<file path="config.mk">
export PLATFORM = sky130hd
export DESIGN_NAME = sprite_reader
export DESIGN_NICKNAME = d
export VERILOG_FILES = /design/src/rtl/sprite_pkg.sv /design/src/rtl/sprite_reader_anim_stepper.sv /design/src/rtl/sprite_reader.sv
export SDC_FILE = /design/constraint.sdc
export NUM_CORES = 1
export LEC_CHECK = 0
export BUFFER_PORTS_ARGS = -buffer_cell sky130_fd_sc_hd__buf_2
export CAP_MARGIN = 0
export CELL_PAD_IN_SITES_DETAIL_PLACEMENT = 0
export CELL_PAD_IN_SITES_GLOBAL_PLACEMENT = 2
export CORE_UTILIZATION = 34
export DETAILED_ROUTE_END_ITERATION = 10
export PLACE_DENSITY_LB_ADDON = 0.12
export SLEW_MARGIN = 20
export SYNTH_ARGS = -nofsm -noshare
export SYNTH_HDL_FRONTEND = slang
export SYNTH_SLANG_ARGS = --single-unit
</file>
<file path="constraint.sdc">
create_clock -name clk -period 8.9 [get_ports clk]
set_clock_uncertainty 0.1 [all_clocks]
set_input_delay 2.225 -clock clk [delete_from_list [all_inputs] [get_ports clk]]
set_output_delay 2.225 -clock clk [all_outputs]
set_load 0.1 [all_outputs]
</file>
<file path="src/rtl/sprite_pkg.sv">
// Shared widths, colour keys and animation state encoding for the sprite
// reader and its animation stepper.
package sprite_pkg;

  localparam int PIX_W  = 16;
  localparam int HCNT_W = 10;
  localparam int ADDR_W = 8;
  localparam int STEP_W = 4;

  localparam logic [PIX_W-1:0] TRANS_KEY = 16'hF81F;
  localparam logic [PIX_W-1:0] BG_COLOR  = 16'h0000;

  typedef enum logic [0:0] {
    S_STOP = 1'b0,
    S_RUN  = 1'b1
  } anim_state_t;

  // Signed raster offset, one bit wider than the counters so that a pixel
  // left of or above the origin shows up as negative instead of wrapping.
  typedef logic signed [HCNT_W:0] offset_t;

  function automatic logic in_span(input offset_t d, input int span);
    return !d[HCNT_W] && (int'(d) < span);
  endfunction

endpackage

</file>
<file path="src/rtl/sprite_reader_anim_stepper.sv">
// Animation step counter: detects vsync rising edges and advances the sprite
// frame index every FRAMES_PER_STEP display frames while enabled.
module anim_stepper
  import sprite_pkg::*;
#(
  parameter int NUM_STEPS       = 10,
  parameter int FRAMES_PER_STEP = 6
) (
  input  logic              clk,
  input  logic              rst,
  input  logic              enable,
  input  logic              vsync,
  output logic              frame_tick,
  output logic [STEP_W-1:0] step
);

  localparam int FC_W = (FRAMES_PER_STEP > 1) ? $clog2(FRAMES_PER_STEP) : 1;
  localparam logic [FC_W-1:0]   FC_LAST   = FC_W'(FRAMES_PER_STEP - 1);
  localparam logic [STEP_W-1:0] STEP_LAST = STEP_W'(NUM_STEPS - 1);

  logic            vsync_d;
  anim_state_t     state;
  logic [FC_W-1:0] frame_cnt;

  assign frame_tick = vsync & ~vsync_d;

  // NOTE: all state below uses non-blocking assignments so every register
  // samples the pre-edge values of its neighbours, independent of block order.
  always_ff @(posedge clk or negedge rst) begin
    if (!rst) begin
      vsync_d <= 1'b0;
    end else begin
      vsync_d <= vsync;
    end
  end

  always_ff @(posedge clk or negedge rst) begin
    if (!rst) begin
      state     <= S_STOP;
      frame_cnt <= '0;
      step      <= '0;
    end else begin
      case (state)
        S_STOP: begin
          frame_cnt <= '0;
          step      <= '0;
          if (enable) state <= S_RUN;
        end
        S_RUN: begin
          // Dropping enable wins over a frame tick in the same cycle.
          if (!enable) begin
            state     <= S_STOP;
            frame_cnt <= '0;
            step      <= '0;
          end else if (frame_tick) begin
            if (frame_cnt == FC_LAST) begin
              frame_cnt <= '0;
              step      <= (step == STEP_LAST) ? '0 : step + 1'b1;
            end else begin
              frame_cnt <= frame_cnt + 1'b1;
            end
          end
        end
        default: state <= S_STOP;
      endcase
    end
  end

endmodule

</file>
<file path="src/rtl/sprite_reader.sv">
// Sprite ROM reader: maps the raster position onto scaled sprite texels and
// emits a two-stage pipelined pixel stream with a transparency key.
module sprite_reader
  import sprite_pkg::*;
#(
  parameter int               SPRITE_W        = 64,
  parameter int               SPRITE_H        = 64,
  parameter int               SCALE_SH        = 1,
  parameter int               NUM_STEPS       = 10,
  parameter int               FRAMES_PER_STEP = 6,
  parameter logic [PIX_W-1:0] TRANS_KEY       = sprite_pkg::TRANS_KEY,
  parameter logic [PIX_W-1:0] BG_COLOR        = sprite_pkg::BG_COLOR
) (
  input  logic              clk,
  input  logic              rst,
  input  logic              enable,
  input  logic [HCNT_W-1:0] h_cnt,
  input  logic [HCNT_W-1:0] v_cnt,
  input  logic              pix_valid,
  input  logic              vsync,
  input  logic [HCNT_W-1:0] org_x,
  input  logic [HCNT_W-1:0] org_y,
  output logic [ADDR_W-1:0] ram_addr_x,
  output logic [ADDR_W-1:0] ram_addr_y,
  output logic [STEP_W-1:0] step,
  input  logic [PIX_W-1:0]  ram_data,
  output logic [PIX_W-1:0]  pix_out,
  output logic              pix_out_valid,
  output logic              hit
);

  localparam int WIN_W = SPRITE_W << SCALE_SH;
  localparam int WIN_H = SPRITE_H << SCALE_SH;

  logic              frame_tick;
  logic [HCNT_W-1:0] org_x_l;
  logic [HCNT_W-1:0] org_y_l;
  offset_t           dx;
  offset_t           dy;
  logic              in_win;
  logic              in_win_d;
  logic              pix_valid_d;
  logic              opaque;

  anim_stepper #(
    .NUM_STEPS       (NUM_STEPS),
    .FRAMES_PER_STEP (FRAMES_PER_STEP)
  ) u_anim_stepper (
    .clk        (clk),
    .rst        (rst),
    .enable     (enable),
    .vsync      (vsync),
    .frame_tick (frame_tick),
    .step       (step)
  );

  // Origin only moves between frames so a sprite never tears mid-scan.
  always_ff @(posedge clk or negedge rst) begin
    if (!rst) begin
      org_x_l <= '0;
      org_y_l <= '0;
    end else if (frame_tick) begin
      org_x_l <= org_x;
      org_y_l <= org_y;
    end
  end

  assign dx = $signed({1'b0, h_cnt}) - $signed({1'b0, org_x_l});
  assign dy = $signed({1'b0, v_cnt}) - $signed({1'b0, org_y_l});

  assign in_win = pix_valid && in_span(dx, WIN_W) && in_span(dy, WIN_H);

  // Stage 1: texel address to the ROM; address holds outside the window.
  always_ff @(posedge clk or negedge rst) begin
    if (!rst) begin
      ram_addr_x  <= '0;
      ram_addr_y  <= '0;
      in_win_d    <= 1'b0;
      pix_valid_d <= 1'b0;
    end else begin
      if (in_win) begin
        ram_addr_x <= ADDR_W'(dx[HCNT_W-1:0] >> SCALE_SH);
        ram_addr_y <= ADDR_W'(dy[HCNT_W-1:0] >> SCALE_SH);
      end
      in_win_d    <= in_win;
      pix_valid_d <= pix_valid;
    end
  end

  // ram_data is a combinational ROM read of the stage-1 address and step.
  assign opaque = in_win_d && (ram_data != TRANS_KEY);

  // Stage 2: keyed pixel out.
  always_ff @(posedge clk or negedge rst) begin
    if (!rst) begin
      pix_out       <= BG_COLOR;
      pix_out_valid <= 1'b0;
      hit           <= 1'b0;
    end else begin
      pix_out       <= opaque ? ram_data : BG_COLOR;
      pix_out_valid <= pix_valid_d;
      hit           <= opaque;
    end
  end

endmodule

</file>
; ---- Yosys cells after proc, flatten, opt, wreduce, memory -nomap -nowiden
; Index checks and enable logic that the tools add are counted.
[classes]
mul = 0
bitwise_logic = 3
mux = 11
div_mod_pow = 0
add_sub_neg = 4
n_shift = 0
n_reduce_logical = 8
magnitude_cmp = 2
eq_ne = 5
[op_table]
columns = op, n
row1 = "less-than comparator 11 x 9 -> 1 bit, second input constant", 2
row2 = subtractor 10 x 10 -> 11 bit, 2
row3 = 2-to-1 mux 16 bit, 1
row4 = 2-to-1 mux 4 bit, 4
row5 = "!= test 16 bit, second input constant", 1
row6 = 2-to-1 mux 3 bit, 3
row7 = case mux 4 bit (2 select lines), 1
row8 = "!= test 3 bit, second input constant", 2
row9 = case mux 3 bit (2 select lines), 1
row10 = logical AND 1 bit, 5
row11 = "adder 4 x 1 -> 4 bit, second input constant", 1
row12 = "equality test 4 bit, second input constant", 1
row13 = "adder 3 x 1 -> 3 bit, second input constant", 1
row14 = "equality test 3 bit, second input constant", 1
row15 = logical NOT 1 bit, 2
row16 = NOT 1 bit, 2
row17 = AND reduction 2 bit, 1
row18 = AND 1 bit, 1
row19 = 2-to-1 mux 1 bit, 1
[totals]
n_memories = 0
input_bits = 61
mem_bits_rw = 0
reg_bits = 65
latch_bits = 0
output_inout_bits = 38
wordCells = 46
mem_bits_ro = 0

; ---- Logic depth before layout (Yosys ltp)
[depth]
ltp_word = 6
ltp_mapped = 11
ltp_nobuf = 10

; ---- Cells and area by module
; Synthesis repeated with hierarchy kept, for this count alone.
[hier_totals]
hier_cells = 314
area_unflattened_um2 = 3337.0
[modules_own_cells]
columns = mod, cells_each, seq_area_each_um2, area_each_um2, instances
row1 = sprite_reader, 269, 1401.3, 2869.0, 1
row2 = anim_stepper, 45, 225.2, 467.9, 1

; ---- Worst setup path before layout
; No wires, ideal clock.
[synth_timing]
path_kind = input-to-reg
from = in h_cnt[0]
to = reg ram_addr_x[3]
t_arrival_ns = 4.685
setup_time_ns = 0.126
slack_ns = 3.989
n_path_buf = 1
required_time_ns = 8.674
path_stages = 11
path_cell_list = nand2b_1 > inv_1 > fa_1 > nor2b_1 > o221ai_1 > a211o_1 > a31oi_1 > o211ai_1 > nor4_4 > buf_6 > mux2_4
[synth_via]
elab_chain_len = 5
elab_cells_between_ends = 6
cone_classes = add/sub (1) / order compare (1) / reduce/logical (4)
[synth_lines]
columns = item, line_no
row1 = "start, declared", sprite_reader.sv:17  ; input logic [HCNT_W-1:0] h_cnt,
row2 = subtractor 10 x 10 -> 11 bit *, sprite_reader.sv:68  ; assign dx = $signed({1'b0, h_cnt}) - $signed({1'b0, org_x_l});
row3 = less-than comparator 11 x 9 -> 1 bit / logical NOT 1 bit (equally long branches), sprite_pkg.sv:23  ; return !d[HCNT_W] && (int'(d) < span);
row4 = logical AND 1 bit *, sprite_pkg.sv:23
row5 = logical AND 1 bit * (2 in series), sprite_reader.sv:71  ; assign in_win = pix_valid && in_span(dx, WIN_W) && in_span(dy, WIN_H);
row6 = net in_win, sprite_reader.sv:40  ; logic in_win;
row7 = "end signal, assigned", sprite_reader.sv:82  ; ram_addr_x <= ADDR_W'(dx[HCNT_W-1:0] >> SCALE_SH);
row8 = "end, declared", sprite_reader.sv:23  ; output logic [ADDR_W-1:0] ram_addr_x,
; The timed path passes the listed nets; every way through them passes the cells marked *.
; A chain may end at the register's enable or synchronous reset.

; ---- Worst setup path after layout
[layout_timing]
from = in h_cnt[0]
to = reg ram_addr_y[3]
[layout_via]
elab_chain_len = 5
elab_cells_between_ends = 6
cone_classes = add/sub (1) / order compare (1) / reduce/logical (4)
[layout_lines]
columns = item, line_no
row1 = subtractor 10 x 10 -> 11 bit *, sprite_reader.sv:68
row2 = less-than comparator 11 x 9 -> 1 bit / logical NOT 1 bit (equally long branches), sprite_pkg.sv:23
row3 = logical AND 1 bit *, sprite_pkg.sv:23
row4 = logical AND 1 bit * (2 in series), sprite_reader.sv:71
row5 = "end signal, assigned", sprite_reader.sv:83  ; ram_addr_y <= ADDR_W'(dy[HCNT_W-1:0] >> SCALE_SH);
row6 = "end, declared", sprite_reader.sv:24  ; output logic [ADDR_W-1:0] ram_addr_y,
; Mark *: on every way between the ends. The rest lies on a longest branch, timed or not.

==> results.txt <==
The run finished with clean final reports. For this run, the detailed router's first-pass iteration total came to 4. Synthesis produced a netlist whose cell count is 322. The critical path required time was 9.03 ns; the relative slew slack was 43.4%. The initial utilization of the core area, before any placement, comes to 35.6%. The tool flagged a number of max-cap violations equal to 0. The logs give 0 for the number of warnings reported in the yosys synthesis log and 2,539 for the via count of the first global-routing pass.

Timing would allow up to 0.195 GHz. The worst hold path belongs to the class reg2reg. Initial detailed-routing violation count: 100. Among all flip-flop cells after synthesis, the most frequent one is sky130_fd_sc_hd__dfrtp_1. The floorplan step defined a die boundary enclosing 0.0103 mm^2. The largest fanout of any net on the critical path works out to 9.

The tools report the final setup violation count as 0. The H-tree was split into 3 levels. The detail route stage leaves a number of antenna-violating nets equal to 0. The floorplan has 35 rows.

For the final routed database, the setup TNS stands at 0 ns. The number of antenna violations at the first check in global routing was 0; the share of cells above drive strength 1 was 31.7%. The pin count of the biggest net entering global routing is 66, and the number of buffers created by CTS is 9. The cell at the root of the clock tree was sky130_fd_sc_hd__clkbuf_8. Summed over all layers, the routed wires come to 7.86 mm. The routed layout has 2,623 vias.

The logs give 0.788 for the routability-driven placement congestion ratio and 0 for the aggregate global routing overflow. After the last flow step, the layout net total stands at 510. The sequential share of the synthesized area came out at 48.5%. The number of enable-type register cells in the synthesized netlist came out at 0. The worst path uses 57.6% of the clock period. STA puts the critical path data arrival time at 5.26 ns. Setup repair after global routing left no endpoint under its margin. The relative contribution of sequential cells to total power was 37.3%; the die height was 101 um. The portion of total power attributed to combinational logic is 30.6%.

The tools report the net count of the mapped netlist as 405. The switching component of the power was 316 uW. The worst setup path is launched from an input pin. Sorting the synthesized cells by how often they occur yields sky130_fd_sc_hd__dfrtp_1, sky130_fd_sc_hd__nand2_1, sky130_fd_sc_hd__o21ai_0. Summing all placed instances gives a cell area of 0.00399 mm^2. In the final layout, flip-flops and latches occupy 0.00163 mm^2.

Count of pins over their slew limit: 0. The critical path goes through buf_2, nand2b_1, inv_1, fa_1, nor2b_1, o221ai_1, a211o_1, a31oi_1, o211ai_1, nor4_4, buf_6, mux2_2. The register bit total from synthesis was 65; the total core area was 0.00942 mm^2. The logs give 2.16 nW for the leakage power figure and 0.00160 mm^2 for the area occupied by multi-input gates.

During placement, the flow inserted port buffers numbering 98. Setup slack closes at 3.77 ns. The area added between synthesis and finish is 26.1%, and the worst hold-check slack is 0.276 ns. After filler insertion, the fill cell instance count of the layout stands at 947. IR analysis of the VDD net gives a maximum drop of 0.000135 V. The distinct cell type count after synthesis is 53, and the CTS sink count is 65.

In this run the post-CTS setup repair buffer count came out at 0. Summed over its instances, the top area cell type makes up 48.5% of the synthesized netlist area. The total buffers and inverters traversed by the critical path is 3, and the hold violation total from the final report is 0. The HPWL after detailed placement was 5.89 mm; the ratio of total power to cell area was 210 mW/mm^2. The number of resized instances in the post-cts repair step came out at 0. The library cell with the highest instance count after synthesis is sky130_fd_sc_hd__dfrtp_1.

In the final routed layout, each cell accounts on average for 14.0 um. The mean post-synth cell area was 10.4 um^2; the number of hold buffers added after cts was 0. Leading area contributor after synthesis: sky130_fd_sc_hd__dfrtp_1. The routed design could run at a clock period as short as 5.13 ns. On the critical path the largest part of the delay comes from simple AND/OR/NAND/NOR gates.

In the routed design, unresolved DRC markers number 0. The slew of the pin with the lowest slew margin is 0.849 ns, and the number of diodes is 0. In this run the horizontal extent of the chip is 101 um. TritonCTS built the clock tree. The worst setup path is captured at a flop. The synthesized area came out at 0.00335 mm^2. The tools report the placement-stage worst setup slack as 3.24 ns. Cell type of the slowest stage on the worst timing path: sky130_fd_sc_hd__nor4_4. The via density per instance came out at 4.68. The worst-skew pair later-pin latency is 0.34 ns. 99 I/O pins were placed.

The peak per-stage delay on the critical path is 0.72 ns, and the clock tree buffer depth is 2. Clock-pin slew was measured on the worst setup and hold paths at 0.07 ns. In the global route stage, overall resource usage came out at 16.4%. The worst setup path is of the in2reg kind. Internal power comes to 572 uW.

Ranked by total cell area, the synthesized netlist is headed by sky130_fd_sc_hd__dfrtp_1, sky130_fd_sc_hd__ha_1, sky130_fd_sc_hd__o21ai_0, sky130_fd_sc_hd__nand2_1, sky130_fd_sc_hd__mux2_2. The first global-routing pass estimated 12.7 mm of wire. The post-synthesis async set-or-reset flop share works out to 100%. The finished cells cover 0.00423 mm^2. Per report_power, the clock group accounts for 32.1% of the total. The proportion of total power due to net switching came out at 35.6%.
worst register-to-register path, delay by kind of cell (launching register included):
kind            cells  cell delay [ns]
simple gates        3             1.01
compound gates      4             0.88
fa+ha+maj           1             0.40
flops               1             0.38
mux                 1             0.35
buf+inv             2             0.32
cells in the final DEF (no fill, tap or decap), types with 2 or more instances in the layout:
cell type,count
sky130_fd_sc_hd__dfrtp_1,65
sky130_fd_sc_hd__nand2b_1,7
sky130_fd_sc_hd__clkinv_4,3
sky130_fd_sc_hd__nor2b_1,8
sky130_fd_sc_hd__ha_1,20
sky130_fd_sc_hd__nand3_1,3
sky130_fd_sc_hd__nor3_1,5
sky130_fd_sc_hd__mux2i_1,3
sky130_fd_sc_hd__nand2_1,33
sky130_fd_sc_hd__mux2_2,10
sky130_fd_sc_hd__o21ai_0,27
sky130_fd_sc_hd__buf_4,2
sky130_fd_sc_hd__bufinv_16,2
sky130_fd_sc_hd__xor2_1,2
sky130_fd_sc_hd__a21o_1,2
sky130_fd_sc_hd__clkbuf_8,10
sky130_fd_sc_hd__mux2_4,3
sky130_fd_sc_hd__inv_1,25
sky130_fd_sc_hd__o21a_1,4
sky130_fd_sc_hd__and2_1,16
sky130_fd_sc_hd__o221ai_1,2
sky130_fd_sc_hd__a21boi_0,2
sky130_fd_sc_hd__buf_2,98
sky130_fd_sc_hd__nor2_1,15
sky130_fd_sc_hd__xnor2_1,9
sky130_fd_sc_hd__or3_1,2
sky130_fd_sc_hd__o31ai_1,2
sky130_fd_sc_hd__nand4_1,3
sky130_fd_sc_hd__nor3b_1,3
sky130_fd_sc_hd__a21oi_1,13
sky130_fd_sc_hd__o211ai_1,5
sky130_fd_sc_hd__fa_1,2
cell families after synthesis:
kind of cell / Yosys count / synth area share, %
flops: 65 / 48.5
buf+inv: 32 / 3.84
mux: 16 / 5.60
simple gates: 108 / 17.6
compound gates: 68 / 12.9
fa+ha+maj: 22 / 8.66
xor+xnor: 11 / 2.87
path summary, 6_finish.rpt:
check | startpoint | end | slack [ns] | cells past startpoint
max | h_cnt[0] | ram_addr_y[3] | 3.77 | 12
min | pix_valid_d | pix_out_valid | 0.28 | 0
max reg2reg | org_x_l[0] | ram_addr_y[3] | 5.37 | 11
min reg2reg | pix_valid_d | pix_out_valid | 0.28 | 0
max in group asynchronous | rst | ram_addr_y[5] | 6.17 | 2
min in group asynchronous | rst | org_x_l[4] | 1.96 | 2
power groups by stage:
stage / clock [mW] / combinational (mW) / sequential, mW
after floorplan: 0 / 0.127 / 0.416
after global placement: 0 / 0.273 / 0.338
after detailed placement: 0 / 0.273 / 0.337
after CTS: 0.295 / 0.274 / 0.332
after global routing: 0.309 / 0.296 / 0.335
final: 0.285 / 0.272 / 0.331
cell type report:
cell class                 instances  area share (%)
sequential                        65            38.5
clock buffer                      10            3.26
multi-input combinational        225            37.9
inverter                          25            2.22
timing repair buffer             101            12.2
tap                              129            3.82
clock inverter                     6            2.16
per-stage QoR:
stage               power [mW]  util, %  std cells
CTS                      0.901     44.8        560
global placement         0.610     42.4        544
global route             0.940     44.9        561
detailed placement       0.610     42.4        544
finish                   0.888     44.9        561
floorplan                0.543        -        322
per-layer routing:
| layer | vias up | part of all wire [%] | GRT usage, % |
|---|---|---|---|
| met3 | 11 | 4.1 | 3.38 |
| met1 | 1218 | 49 | 23.0 |
| met4 | 0 | 1.6 | 7.02 |
| li1 | 1321 | - | - |
| met2 | 73 | 45 | 24.4 |
| met5 | - | 0 | 0 |
sequential cells by signal, summed over array words and instances (netlist names):
signal / flops
hit: 1
in_win_d: 1
org_x_l: 10
org_y_l: 10
pix_out: 16
pix_out_valid: 1
pix_valid_d: 1
ram_addr_x: 8
ram_addr_y: 8
u_anim_stepper.frame_cnt: 3
u_anim_stepper.state: 1
u_anim_stepper.step: 4
u_anim_stepper.vsync_d: 1
Power figures use the tool's default switching activity.
